<file path="src/rtl/usb_pkg.sv">
// Shared definitions for the USB token receiver: PID codes, error codes,
// receive FSM states and the CRC5 generator constants.
package usb_pkg;

    localparam logic [3:0] PID_OUT   = 4'b0001;
    localparam logic [3:0] PID_IN    = 4'b1001;
    localparam logic [3:0] PID_SETUP = 4'b1101;
    localparam logic [3:0] PID_SOF   = 4'b0101;

    // x^5 + x^2 + 1 with the x^5 term implicit in the feedback
    localparam logic [4:0] CRC5_POLY    = 5'b00101;
    localparam logic [4:0] CRC5_INIT    = 5'b11111;
    localparam logic [4:0] CRC5_RESIDUE = 5'b01100;

    typedef enum logic [1:0] {
        ERR_NONE = 2'b00,
        ERR_PID  = 2'b01,
        ERR_CRC  = 2'b10,
        ERR_LEN  = 2'b11
    } err_code_e;

    typedef enum logic [2:0] {
        ST_IDLE   = 3'd0,
        ST_PID    = 3'd1,
        ST_BODY   = 3'd2,
        ST_IGNORE = 3'd3,
        ST_DRAIN  = 3'd4
    } rx_state_e;

    function automatic logic is_token_pid(input logic [3:0] pid);
        return (pid == PID_OUT) || (pid == PID_IN) || (pid == PID_SETUP) || (pid == PID_SOF);
    endfunction

    function automatic logic [4:0] crc5_step(input logic [4:0] crc, input logic din);
        logic fb;
        fb = din ^ crc[4];
        return {crc[3:0], 1'b0} ^ (fb ? CRC5_POLY : 5'b00000);
    endfunction

endpackage

</file>
<file path="src/rtl/usb_crc5_chk.sv">
// Serial CRC5 checker. o_residue_ok reflects the register after the bit
// offered this cycle, so a final bit arriving together with EOP is included.
module usb_crc5_chk
    import usb_pkg::*;
#(
    parameter logic [4:0] RESIDUE = CRC5_RESIDUE
) (
    input  logic clk,
    input  logic rst,
    input  logic i_init,
    input  logic i_en,
    input  logic i_bit,
    output logic o_residue_ok
);

    logic [4:0] r_crc;
    logic [4:0] w_crc_next;

    assign w_crc_next = crc5_step(r_crc, i_bit);

    // LFSR register: preset on reset/init, advance one bit when enabled.
    always_ff @(posedge clk) begin
        if (rst) begin
            r_crc <= CRC5_INIT;
        end else if (i_init) begin
            r_crc <= CRC5_INIT;
        end else if (i_en) begin
            r_crc <= w_crc_next;
        end
    end

    assign o_residue_ok = (((i_en && !i_init) ? w_crc_next : r_crc) == RESIDUE);

endmodule

</file>
<file path="src/rtl/usb_token_rx.sv">
// USB token decoder: assembles PID and 16-bit token body from the de-stuffed
// bit stream, validates PID/length/CRC5 and emits a one-cycle token or error pulse.
module usb_token_rx
    import usb_pkg::*;
#(
    parameter bit         ADDR_FILTER = 1'b1,
    parameter logic [4:0] CRC_RESIDUE = 5'b01100
) (
    input  logic        clk,
    input  logic        rst,
    input  logic        rx_sop,
    input  logic        rx_bit_vld,
    input  logic        rx_bit,
    input  logic        rx_eop,
    input  logic [6:0]  dev_addr,
    output logic        tok_vld,
    output logic [3:0]  tok_pid,
    output logic [6:0]  tok_addr,
    output logic [3:0]  tok_endp,
    output logic [10:0] tok_frame,
    output logic        tok_err,
    output logic [1:0]  tok_err_code
);

    rx_state_e   r_state;
    logic [4:0]  r_cnt;
    logic [7:0]  r_pid;
    logic [15:0] r_body;
    err_code_e   r_err_code;

    logic        r_tok_vld;
    logic [3:0]  r_tok_pid;
    logic [6:0]  r_tok_addr;
    logic [3:0]  r_tok_endp;
    logic [10:0] r_tok_frame;
    logic        r_tok_err;
    err_code_e   r_tok_err_code;

    logic [4:0]  w_cnt_next;
    logic [7:0]  w_pid_next;
    logic [15:0] w_body_next;
    logic [10:0] w_fields;
    logic        w_pid_ok;
    logic        w_pid_done;
    logic        w_body_over;
    logic        w_addr_hit;
    logic        w_crc_init;
    logic        w_crc_en;
    logic        w_residue_ok;

    // Fields arrive LSB first, so new bits enter at the top of each shifter.
    assign w_cnt_next  = r_cnt + {4'd0, rx_bit_vld};
    assign w_pid_next  = {rx_bit, r_pid[7:1]};
    assign w_body_next = {rx_bit, r_body[15:1]};
    assign w_pid_ok    = (w_pid_next[7:4] == ~w_pid_next[3:0]);
    assign w_pid_done  = rx_bit_vld && (r_cnt == 5'd7);
    assign w_body_over = rx_bit_vld && (r_cnt == 5'd16);
    assign w_fields    = rx_bit_vld ? w_body_next[10:0] : r_body[10:0];
    assign w_addr_hit  = !ADDR_FILTER || (w_fields[6:0] == dev_addr);

    assign w_crc_init = rx_sop || (r_state != ST_BODY);
    assign w_crc_en   = rx_bit_vld && (r_state == ST_BODY) && (r_cnt != 5'd16);

    usb_crc5_chk #(
        .RESIDUE (CRC_RESIDUE)
    ) u_crc5 (
        .clk          (clk),
        .rst          (rst),
        .i_init       (w_crc_init),
        .i_en         (w_crc_en),
        .i_bit        (rx_bit),
        .o_residue_ok (w_residue_ok)
    );

    // Packet FSM: shift PID/body bits, classify at EOP, register token/error pulses.
    always_ff @(posedge clk) begin
        if (rst) begin
            r_state        <= ST_IDLE;
            r_cnt          <= 5'd0;
            r_pid          <= 8'h00;
            r_body         <= 16'h0000;
            r_err_code     <= ERR_NONE;
            r_tok_vld      <= 1'b0;
            r_tok_pid      <= 4'h0;
            r_tok_addr     <= 7'h00;
            r_tok_endp     <= 4'h0;
            r_tok_frame    <= 11'h000;
            r_tok_err      <= 1'b0;
            r_tok_err_code <= ERR_NONE;
        end else begin
            r_tok_vld <= 1'b0;
            r_tok_err <= 1'b0;
            if (rx_sop) begin
                // A new SOP silently abandons whatever packet was in flight.
                r_state    <= ST_PID;
                r_cnt      <= 5'd0;
                r_pid      <= 8'h00;
                r_body     <= 16'h0000;
                r_err_code <= ERR_NONE;
            end else begin
                case (r_state)
                    ST_IDLE: begin
                        r_state <= ST_IDLE;
                    end
                    ST_PID: begin
                        if (w_pid_done) begin
                            r_pid <= w_pid_next;
                            r_cnt <= 5'd0;
                            if (!w_pid_ok) begin
                                if (rx_eop) begin
                                    r_tok_err      <= 1'b1;
                                    r_tok_err_code <= ERR_PID;
                                    r_state        <= ST_IDLE;
                                end else begin
                                    r_err_code <= ERR_PID;
                                    r_state    <= ST_DRAIN;
                                end
                            end else if (!is_token_pid(w_pid_next[3:0])) begin
                                r_state <= rx_eop ? ST_IDLE : ST_IGNORE;
                            end else if (rx_eop) begin
                                r_tok_err      <= 1'b1;
                                r_tok_err_code <= ERR_LEN;
                                r_state        <= ST_IDLE;
                            end else begin
                                r_state <= ST_BODY;
                            end
                        end else if (rx_eop) begin
                            r_tok_err      <= 1'b1;
                            r_tok_err_code <= ERR_LEN;
                            r_state        <= ST_IDLE;
                        end else if (rx_bit_vld) begin
                            r_pid <= w_pid_next;
                            r_cnt <= w_cnt_next;
                        end
                    end
                    ST_BODY: begin
                        if (w_body_over) begin
                            if (rx_eop) begin
                                r_tok_err      <= 1'b1;
                                r_tok_err_code <= ERR_LEN;
                                r_state        <= ST_IDLE;
                            end else begin
                                r_err_code <= ERR_LEN;
                                r_state    <= ST_DRAIN;
                            end
                        end else begin
                            if (rx_bit_vld) begin
                                r_body <= w_body_next;
                                r_cnt  <= w_cnt_next;
                            end
                            if (rx_eop) begin
                                r_state <= ST_IDLE;
                                if (w_cnt_next != 5'd16) begin
                                    r_tok_err      <= 1'b1;
                                    r_tok_err_code <= ERR_LEN;
                                end else if (!w_residue_ok) begin
                                    r_tok_err      <= 1'b1;
                                    r_tok_err_code <= ERR_CRC;
                                end else if (r_pid[3:0] == PID_SOF) begin
                                    r_tok_vld   <= 1'b1;
                                    r_tok_pid   <= r_pid[3:0];
                                    r_tok_addr  <= 7'h00;
                                    r_tok_endp  <= 4'h0;
                                    r_tok_frame <= w_fields;
                                end else if (w_addr_hit) begin
                                    r_tok_vld  <= 1'b1;
                                    r_tok_pid  <= r_pid[3:0];
                                    r_tok_addr <= w_fields[6:0];
                                    r_tok_endp <= w_fields[10:7];
                                end
                            end
                        end
                    end
                    ST_IGNORE: begin
                        if (rx_eop) begin
                            r_state <= ST_IDLE;
                        end
                    end
                    ST_DRAIN: begin
                        if (rx_eop) begin
                            r_tok_err      <= 1'b1;
                            r_tok_err_code <= r_err_code;
                            r_state        <= ST_IDLE;
                        end
                    end
                    default: begin
                        r_state <= ST_IDLE;
                    end
                endcase
            end
        end
    end

    assign tok_vld      = r_tok_vld;
    assign tok_pid      = r_tok_pid;
    assign tok_addr     = r_tok_addr;
    assign tok_endp     = r_tok_endp;
    assign tok_frame    = r_tok_frame;
    assign tok_err      = r_tok_err;
    assign tok_err_code = r_tok_err_code;

endmodule

</file>
<file path="config.mk">
export PLATFORM = sky130hd
export DESIGN_NAME = usb_token_rx
export DESIGN_NICKNAME = d
export VERILOG_FILES = /design/src/rtl/usb_pkg.sv /design/src/rtl/usb_crc5_chk.sv /design/src/rtl/usb_token_rx.sv
export SDC_FILE = /design/constraint.sdc
export NUM_CORES = 1
export LEC_CHECK = 0
export CORE_MARGIN = 3
export CORE_UTILIZATION = 50
export CTS_CLUSTER_DIAMETER = 120
export DETAILED_ROUTE_END_ITERATION = 10
export PLACE_DENSITY = 0.78
export SYNTH_ARGS = -nofsm -noshare
export SYNTH_HDL_FRONTEND = slang
export SYNTH_SLANG_ARGS = --single-unit
</file>
<file path="constraint.sdc">
create_clock -name clk -period 3.16 [get_ports clk]
set_clock_uncertainty 0.05 [all_clocks]
set_input_delay 0.474 -clock clk [delete_from_list [all_inputs] [get_ports clk]]
set_output_delay 0.474 -clock clk [all_outputs]
set_load 0.02 [all_outputs]
</file>
==> out/metrics.yaml, run 1 <==
status: "completed"
seq_area_um2: 1381
rr_worst_depth: 6
vdd_ir_drop_max_mv: 0.2412
rows: 29
maxCapViolations: 0
fin_ws_ns: 0.1465
slew_headroom_pct: 29.51
grt_first_pass_wirelength_um: 12810
finalCriticalPeriod_ns: 3.013
synth_area_leaders: "dfxtp_1 (41%), mux2i_1 (14%), a21oi_1 (5.1%)"
die_y_um: 88.09
area_delta_synth_final_pct: 22.73
post-cts-setup-buffers: 0
die_w_um: 88.09
rr_endpoint: "tok_endp[3]"
drc: 0
vias: 2903
drv_slew: 0
hold_violations: 0
hp-start: "tok_pid[2]"
synth_most_common_cell: "dfxtp_1"
path_clk_slew_ns: 0.07
worst_setup_path_end_kind: "flip-flop"
fin_crit_sh_pct: 95.36
gr-total-overflow: 0
synth_top_area_share_pct: 41.00
post_cts_resized: 0
worstPathArrival_ns: 3.24
synth_cell_types: 54
grt_usage_pct: 21.42
clock_latency_ns: 0.34
final_nets: 430
grt_max_degree: 36
leakagePower_nw: 1.626
syn_inst: 371
antenna_left: 0
avgSynthCellArea_um2: 9.082
rsz0062_at_grt: "no"
place_ws_ns: -0.2770
crit_path_frequent_cell: "ha_1"
avgViaCountPerCell: 5.841
timing.fmax_mhz: 331.8
synth_top_cell_by_area: "dfxtp_1"
drive_gt1_share_pct: 9.762
tightest_slew_ns: 1.057
yosysSeqAreaShare_pct: 41.00
rrSetupSlack_ns: 0.37
wl_per_cell_um: 15.51
cts_buffers: 9
antenna_found_initial: 0
synth_edf_count: 0
clock_sinks: 69
dr.pass1.iters: 4
gp_congestion: 0.8976
path_cells: "clkdlybuf4s50_1 > ha_1 > ha_1 > xnor2_1 > or3b_4 > a2111oi_4 > nand3_4 > or4_1 > a21oi_1"
multi_input_area_um2: 1879
grt_pass1_vias: 2635
hold_class: "flip-flop to flip-flop"
whs_endpoint: "tok_pid[2]"
required_ns: 3.39
start_util_pct: 52.46
ys_warn_count: 0
finalSetupViolCount: 0
first_iter_violations: 185
synth-seq-cells: 69
max_stage_delay_ns: 0.53
synth_ff_type: "dfxtp_1"
total_power_mw: 1.673
htreeDepth: 3
diodes: 0
crit_type: "input port to flip-flop"
synthArstFlopShare_pct: 0
dieArea_um2: 7760
crit_slowest_cell: "or4_1"
regToRegStartpoint: "r_state[1]"
fillers: 515
design.core.area_um2: 6422
drt-total-wl_um: 7706
cts_buffer_depth: 2
synth_nets: 386
cts-root-buf: "clkbuf_8"
start_kind: "input port"
syn-cell-area_um2: 3369
cts_tree: "done"
critPathMaxFanout: 16
p_per_area_nw_per_um2: 404.7
cts.hold.buffers_added: 0
io_buffers: 42
dp_hpwl_um: 5481
ys_top_cells_by_count: "dfxtp_1 (69), mux2i_1 (46), nor2_1 (39)"
boundaryPins: 43
min_path_cells: 2
cell families after synthesis:
logic type	after synthesis	share of synthesized area, %
DFF	69	41.00
AOI/OAI and AO/OA	91	17.86
and+or+nand+nor	111	17.38
xor gates and xnor gates	21	5.458
muxes	46	13.67
buffers and inverters	31	3.899
adders and majority gates	2	0.7425
cell type report:
type	count	area share, %
Tap cell	77	2.330
Sequential cell	69	33.40
Clock inverter	6	1.543
Timing Repair Buffer	61	13.92
Inverter	3	0.2723
Clock buffer	10	3.086
Multi-Input combinational cell	271	45.45
worst max-delay path by stage:
stage	start	end	slack [ns]	cells after the start
floorplan	rx_bit_vld	tok_addr[3]	0.39	9
global placement	rx_bit_vld	tok_addr[5]	-0.21	9
detailed placement	rx_bit_vld	tok_addr[4]	-0.28	9
CTS	rx_bit_vld	tok_endp[3]	0.08	9
global route	rx_bit_vld	tok_addr[4]	0.06	9
finish	rx_bit_vld	tok_endp[3]	0.15	9
metrics by stage:
step           utilization, %  TNS [ns]  hold slack, ns  cells  cell area [um2]
5_1_grt                 64.39         0          0.4464    497             4135
2_1_floorplan               -         0          0.3901    371             3369
4_1_cts                 64.27         0          0.4264    497             4128
6_report                64.39         0          0.4219    497             4135
3_3_place_gp            61.29    -2.423          0.4053    481             3936
3_5_place_dp            61.29    -3.737          0.4164    481             3936
routing by layer:
metal / track usage, % / up-vias / routed length, um
met5: 0 / - / 0
met4: 8.929 / 0 / 146
met3: 5.644 / 15 / 357
met2: 31.03 / 78 / 3408
met1: 30.14 / 1349 / 3793
li1: - / 1461 / -
critical path: cells and delay by family:
family                   cells  cell delay (ns)
buffers and inverters        1             0.43
AO/OA/AOI/OAI                2             0.56
AND/OR/NAND/NOR              3             1.17
adder cells (fa/ha/maj)      2             0.45
XOR/XNOR                     1             0.14
layout by cell type (no fill, tap or decap), drive strengths merged, types with 2 or more instances in the layout:
master,n
dfxtp,69
mux2i,46
clkdlybuf4s50,42
nor2,39
a21oi,34
o21ai,19
buf,19
nand2,17
or4,12
a311oi,12
xor2,11
nand3,11
xnor2,10
clkbuf,10
o211ai,5
nand2b,4
or3,4
or3b,4
a41o,3
inv,3
clkinv,3
nor2b,2
nor3,2
nor3b,2
a21o,2
a211oi,2
and2,2
and3,2
nand4,2
nor4,2
a31oi,2
ha,2
clkinvlp,2
report_power, final:
part	switching [mW]	total, mW	internal, mW
combinational	0.0530	0.0954	0.0424
clock	0.340	0.703	0.363
sequential	0.00384	0.875	0.871
sequential cells by signal, indices dropped and copies added (netlist names):
| register | cells |
|---|---|
| r_err_code | 2 |
| tok_endp | 4 |
| u_crc5.r_crc | 5 |
| r_state | 3 |
| tok_frame | 11 |
| tok_pid | 4 |
| tok_vld | 1 |
| tok_addr | 7 |
| tok_err | 1 |
| r_cnt | 5 |
| r_body | 16 |
| r_pid | 8 |
| tok_err_code | 2 |
Power figures use the tool's default switching activity.
==> inputs of run 2 (changes only) <==
SYNTH_HIERARCHICAL = 1   (was default)
==> run 2 against run 1 <==
Via count decreased by 5.1%. Synthesized cell count fell by 3.8%. Largest cell class unchanged. Sequential cell count unchanged. Cell area shrank 3.1%.
==> out/metrics.yaml, run 2 <==
dieArea_um2: 7515  # was 7760 um2
leakagePower_nw: 1.507  # was 1.626 nW
cts_buffer_depth: 2  # unchanged
p_sw_share_pct: 25.92  # was 23.70%
synth_edf_count: 0  # unchanged
final_nets: 423  # was 430
total_power_mw: 1.642  # was 1.673 mW
regToRegStartpoint: "r_state[2]"  # was r_state[1]
timing.fmax_mhz: 354.0  # was 331.8 MHz
final_core_util_pct: 65.74  # was 64.39%
area_delta_synth_final_pct: 23.10  # was 22.73%
netSwitchingPower_uw: 425.6  # was 396.5 uW
gp_congestion: 0.9057  # was 0.8976
die_w_um: 86.69  # was 88.09 um
rsz0062_at_grt: "no"  # unchanged
drc: 0  # unchanged
cts.hold.buffers_added: 0  # unchanged
slew_headroom_pct: 61.59  # was 29.51%
dr.pass1.iters: 4  # unchanged
drv_slew: 0  # unchanged
vias: 2755  # was 2,903
antenna_left: 0  # unchanged
antenna_found_initial: 0  # unchanged
syn-cell-area_um2: 3256  # was 3369 um2
hp-start: "r_body[15]"  # was tok_pid[2]
layout_commonest_cell: "dfxtp_1"  # unchanged
synthArstFlopShare_pct: 0  # unchanged
placed_cell_area_um2: 3825  # was 3936 um2
p_per_area_nw_per_um2: 409.8  # was 404.7 nW/um2
rr_endpoint: "tok_addr[0]"  # was tok_endp[3]
synth_top_area_share_pct: 42.43  # was 41.00%
pwr-share-comb_pct: 6.4  # was 5.7%
ys_warn_count: 6  # was 0
design.core.area_um2: 6096  # was 6422 um2
cts_tree: "done"  # unchanged
cts-root-buf: "clkbuf_8"  # unchanged
rrSetupSlack_ns: 0.35  # was 0.37 ns
worstPathArrival_ns: 3.05  # was 3.24 ns
status: "completed"  # unchanged
drt-total-wl_um: 7018  # was 7706 um
synth_most_common_cell: "dfxtp_1"  # unchanged
fin_crit_sh_pct: 89.39  # was 95.36%
first_iter_violations: 154  # was 185
crit_type: "input port to flip-flop"  # unchanged
path_clk_slew_ns: 0.08  # was 0.07 ns
htreeDepth: 3  # unchanged
fin_tns_setup_ns: 0  # unchanged
die_y_um: 86.69  # was 88.09 um
synth_top_cell_by_area: "dfxtp_1"  # unchanged
post-cts-setup-buffers: 0  # unchanged
critPathMaxFanout: 11  # was 16
rr_worst_depth: 10  # was 6
yosysSeqAreaShare_pct: 42.43  # was 41.00%
worst_setup_path_end_kind: "flip-flop"  # unchanged
whs_endpoint: "r_body[14]"  # was tok_pid[2]
avgViaCountPerCell: 5.645  # was 5.841
min_path_cells: 2  # unchanged
clockPowerShare_pct: 40.3  # was 42.0%
boundaryPins: 43  # unchanged
required_ns: 3.39  # about the same
grt_usage_pct: 19.70  # was 21.42%
tightest_slew_ns: 0.5749  # was 1.057 ns
start_kind: "input port"  # unchanged
hold_class: "flip-flop to flip-flop"  # unchanged
maxCapViolations: 0  # unchanged
diodes: 0  # unchanged
synth_nets: 372  # was 386
clock_latency_ns: 0.35  # was 0.34 ns
p_seq_share_pct: 53.2  # was 52.3%
startpoint: "rx_bit_vld"  # unchanged
cts_buffers: 9  # unchanged
post_cts_resized: 0  # unchanged
synth_cell_types: 53  # was 54
synth_area_leaders: "dfxtp_1 (42%), mux2i_1 (11%), nor2_1 (5.9%)"  # was dfxtp_1 (41%), mux2i_1 (14%), a21oi_1 (5.1%)
largest_register_ffs: 16  # unchanged
finalCriticalPeriod_ns: 2.825  # was 3.013 ns
grt_first_pass_wirelength_um: 11700  # was 12,810 um
layout_common_cells: "dfxtp_1 (69), nor2_1 (51), clkdlybuf4s50_1 (42)"  # was dfxtp_1 (69), mux2i_1 (46), clkdlybuf4s50_1 (42)
synth_ff_type: "dfxtp_1"  # unchanged
rows: 28  # was 29
finalSetupViolCount: 0  # unchanged
synth-seq-cells: 69  # unchanged
start_util_pct: 53.41  # was 52.46%
wl_per_cell_um: 14.38  # was 15.51 um
io_buffers: 42  # unchanged
vdd_ir_drop_max_mv: 0.2832  # was 0.2412 mV
dp_hpwl_um: 5022  # was 5481 um
gr-total-overflow: 0  # unchanged
ys_top_cells_by_count: "dfxtp_1 (69), nor2_1 (51), mux2i_1 (35)"  # was dfxtp_1 (69), mux2i_1 (46), nor2_1 (39)
regMostFlops: "r_body"  # unchanged
clock_sinks: 69  # unchanged
stdcell_area_um2: 4008  # was 4135 um2
avgSynthCellArea_um2: 9.119  # was 9.082 um2
grt_pass1_vias: 2494  # was 2,635
drive_gt1_share_pct: 11.86  # was 9.762%
fillers: 508  # was 515
syn_inst: 357  # was 371
hold_violations: 0  # unchanged
grt_max_degree: 29  # was 36
p_int_mw: 1.217  # was 1.277 mW
run 2: changes by cell type after synthesis, sizes merged, moves of 4 or more:
cell	previous run	this run
clkbuf	18	10
nand2	17	31
a211oi	2	16
mux2i	46	35
or3b	4	0
nand3	11	7
o21ai	19	10
or4	12	1
a21oi	34	16
o2bb2ai	1	13
inv	3	7
a311oi	12	0
nor2	39	51
run 2: layout make-up:
class	count	area (um2)	area share, %
Clock buffer	9	123.9	3.091
Clock inverter	7	58.81	1.467
Inverter	8	30.03	0.7493
Multi-Input combinational cell	259	1744	43.52
Sequential cell	69	1381	34.47
Tap cell	75	93.84	2.342
Timing Repair Buffer	61	575.6	14.36
run 2: cells by family after synthesis:
family	share of synthesized area [%]
mux	10.76
xor+xnor	5.342
simple gates	19.25
fa+ha+maj	0.7685
compound gates	17.45
flops	42.43
buf+inv	3.997
run 2: worst max path at each step:
stage / to / slack, ns / cells after the start
after floorplan: tok_addr[1] / 0.12 / 13
after detailed placement: tok_addr[3] / -0.06 / 9
after global routing: tok_addr[5] / 0.04 / 10
final: tok_addr[0] / 0.34 / 9
after global placement: tok_addr[3] / 0.06 / 9
after CTS: tok_addr[3] / 0.33 / 9
run 2: power by group through the flow:
stage | clock network [mW] | logic, mW | registers [mW]
after floorplan | 0 | 0.0601 | 0.896
after global placement | 0 | 0.103 | 0.895
after detailed placement | 0 | 0.104 | 0.895
after CTS | 0.677 | 0.105 | 0.874
after global routing | 0.724 | 0.114 | 0.875
final | 0.662 | 0.106 | 0.874
run 2: metrics by stage:
step | hold slack (ns) | worst slack (ns) | instances
after floorplan | 0.3758 | 0.1177 | 357
after global placement | 0.3928 | 0.06265 | 472
after detailed placement | 0.3955 | -0.06081 | 472
after CTS | 0.4024 | 0.3300 | 488
after global routing | 0.4299 | 0.03525 | 488
final | 0.4047 | 0.3354 | 488
run 2: worst max-delay path: stages:
cell and delay [ns]:
clkdlybuf4s50_1 0.46, ha_1 0.25, ha_1 0.30, or2_2 0.31, a211oi_2 0.18, nand4_1 0.22
nor4_2 0.33, nand2_1 0.31, o2bb2ai_1 0.23
run 2: metal layers:
layer,global-route usage (%),routed length [um]
met1,27.17,3339
met2,29.35,3171
met3,5.228,401
met4,7.649,106
met5,0,0
==> inputs of run 3 (changes only) <==
--- a/config.mk
+++ b/config.mk
@@ -14,3 +14,2 @@
 export SYNTH_HDL_FRONTEND = slang
-export SYNTH_HIERARCHICAL = 1
 export SYNTH_SLANG_ARGS = --single-unit
--- a/constraint.sdc
+++ b/constraint.sdc
@@ -4,2 +4,2 @@
 set_output_delay 0.474 -clock clk [all_outputs]
-set_load 0.02 [all_outputs]
+set_load 0.01 [all_outputs]
==> results of run 3 <==
The final DEF is identical to that of run 1. Status: completed.
Among the figures that moved: total power 1.673 mW -> 1.672 mW
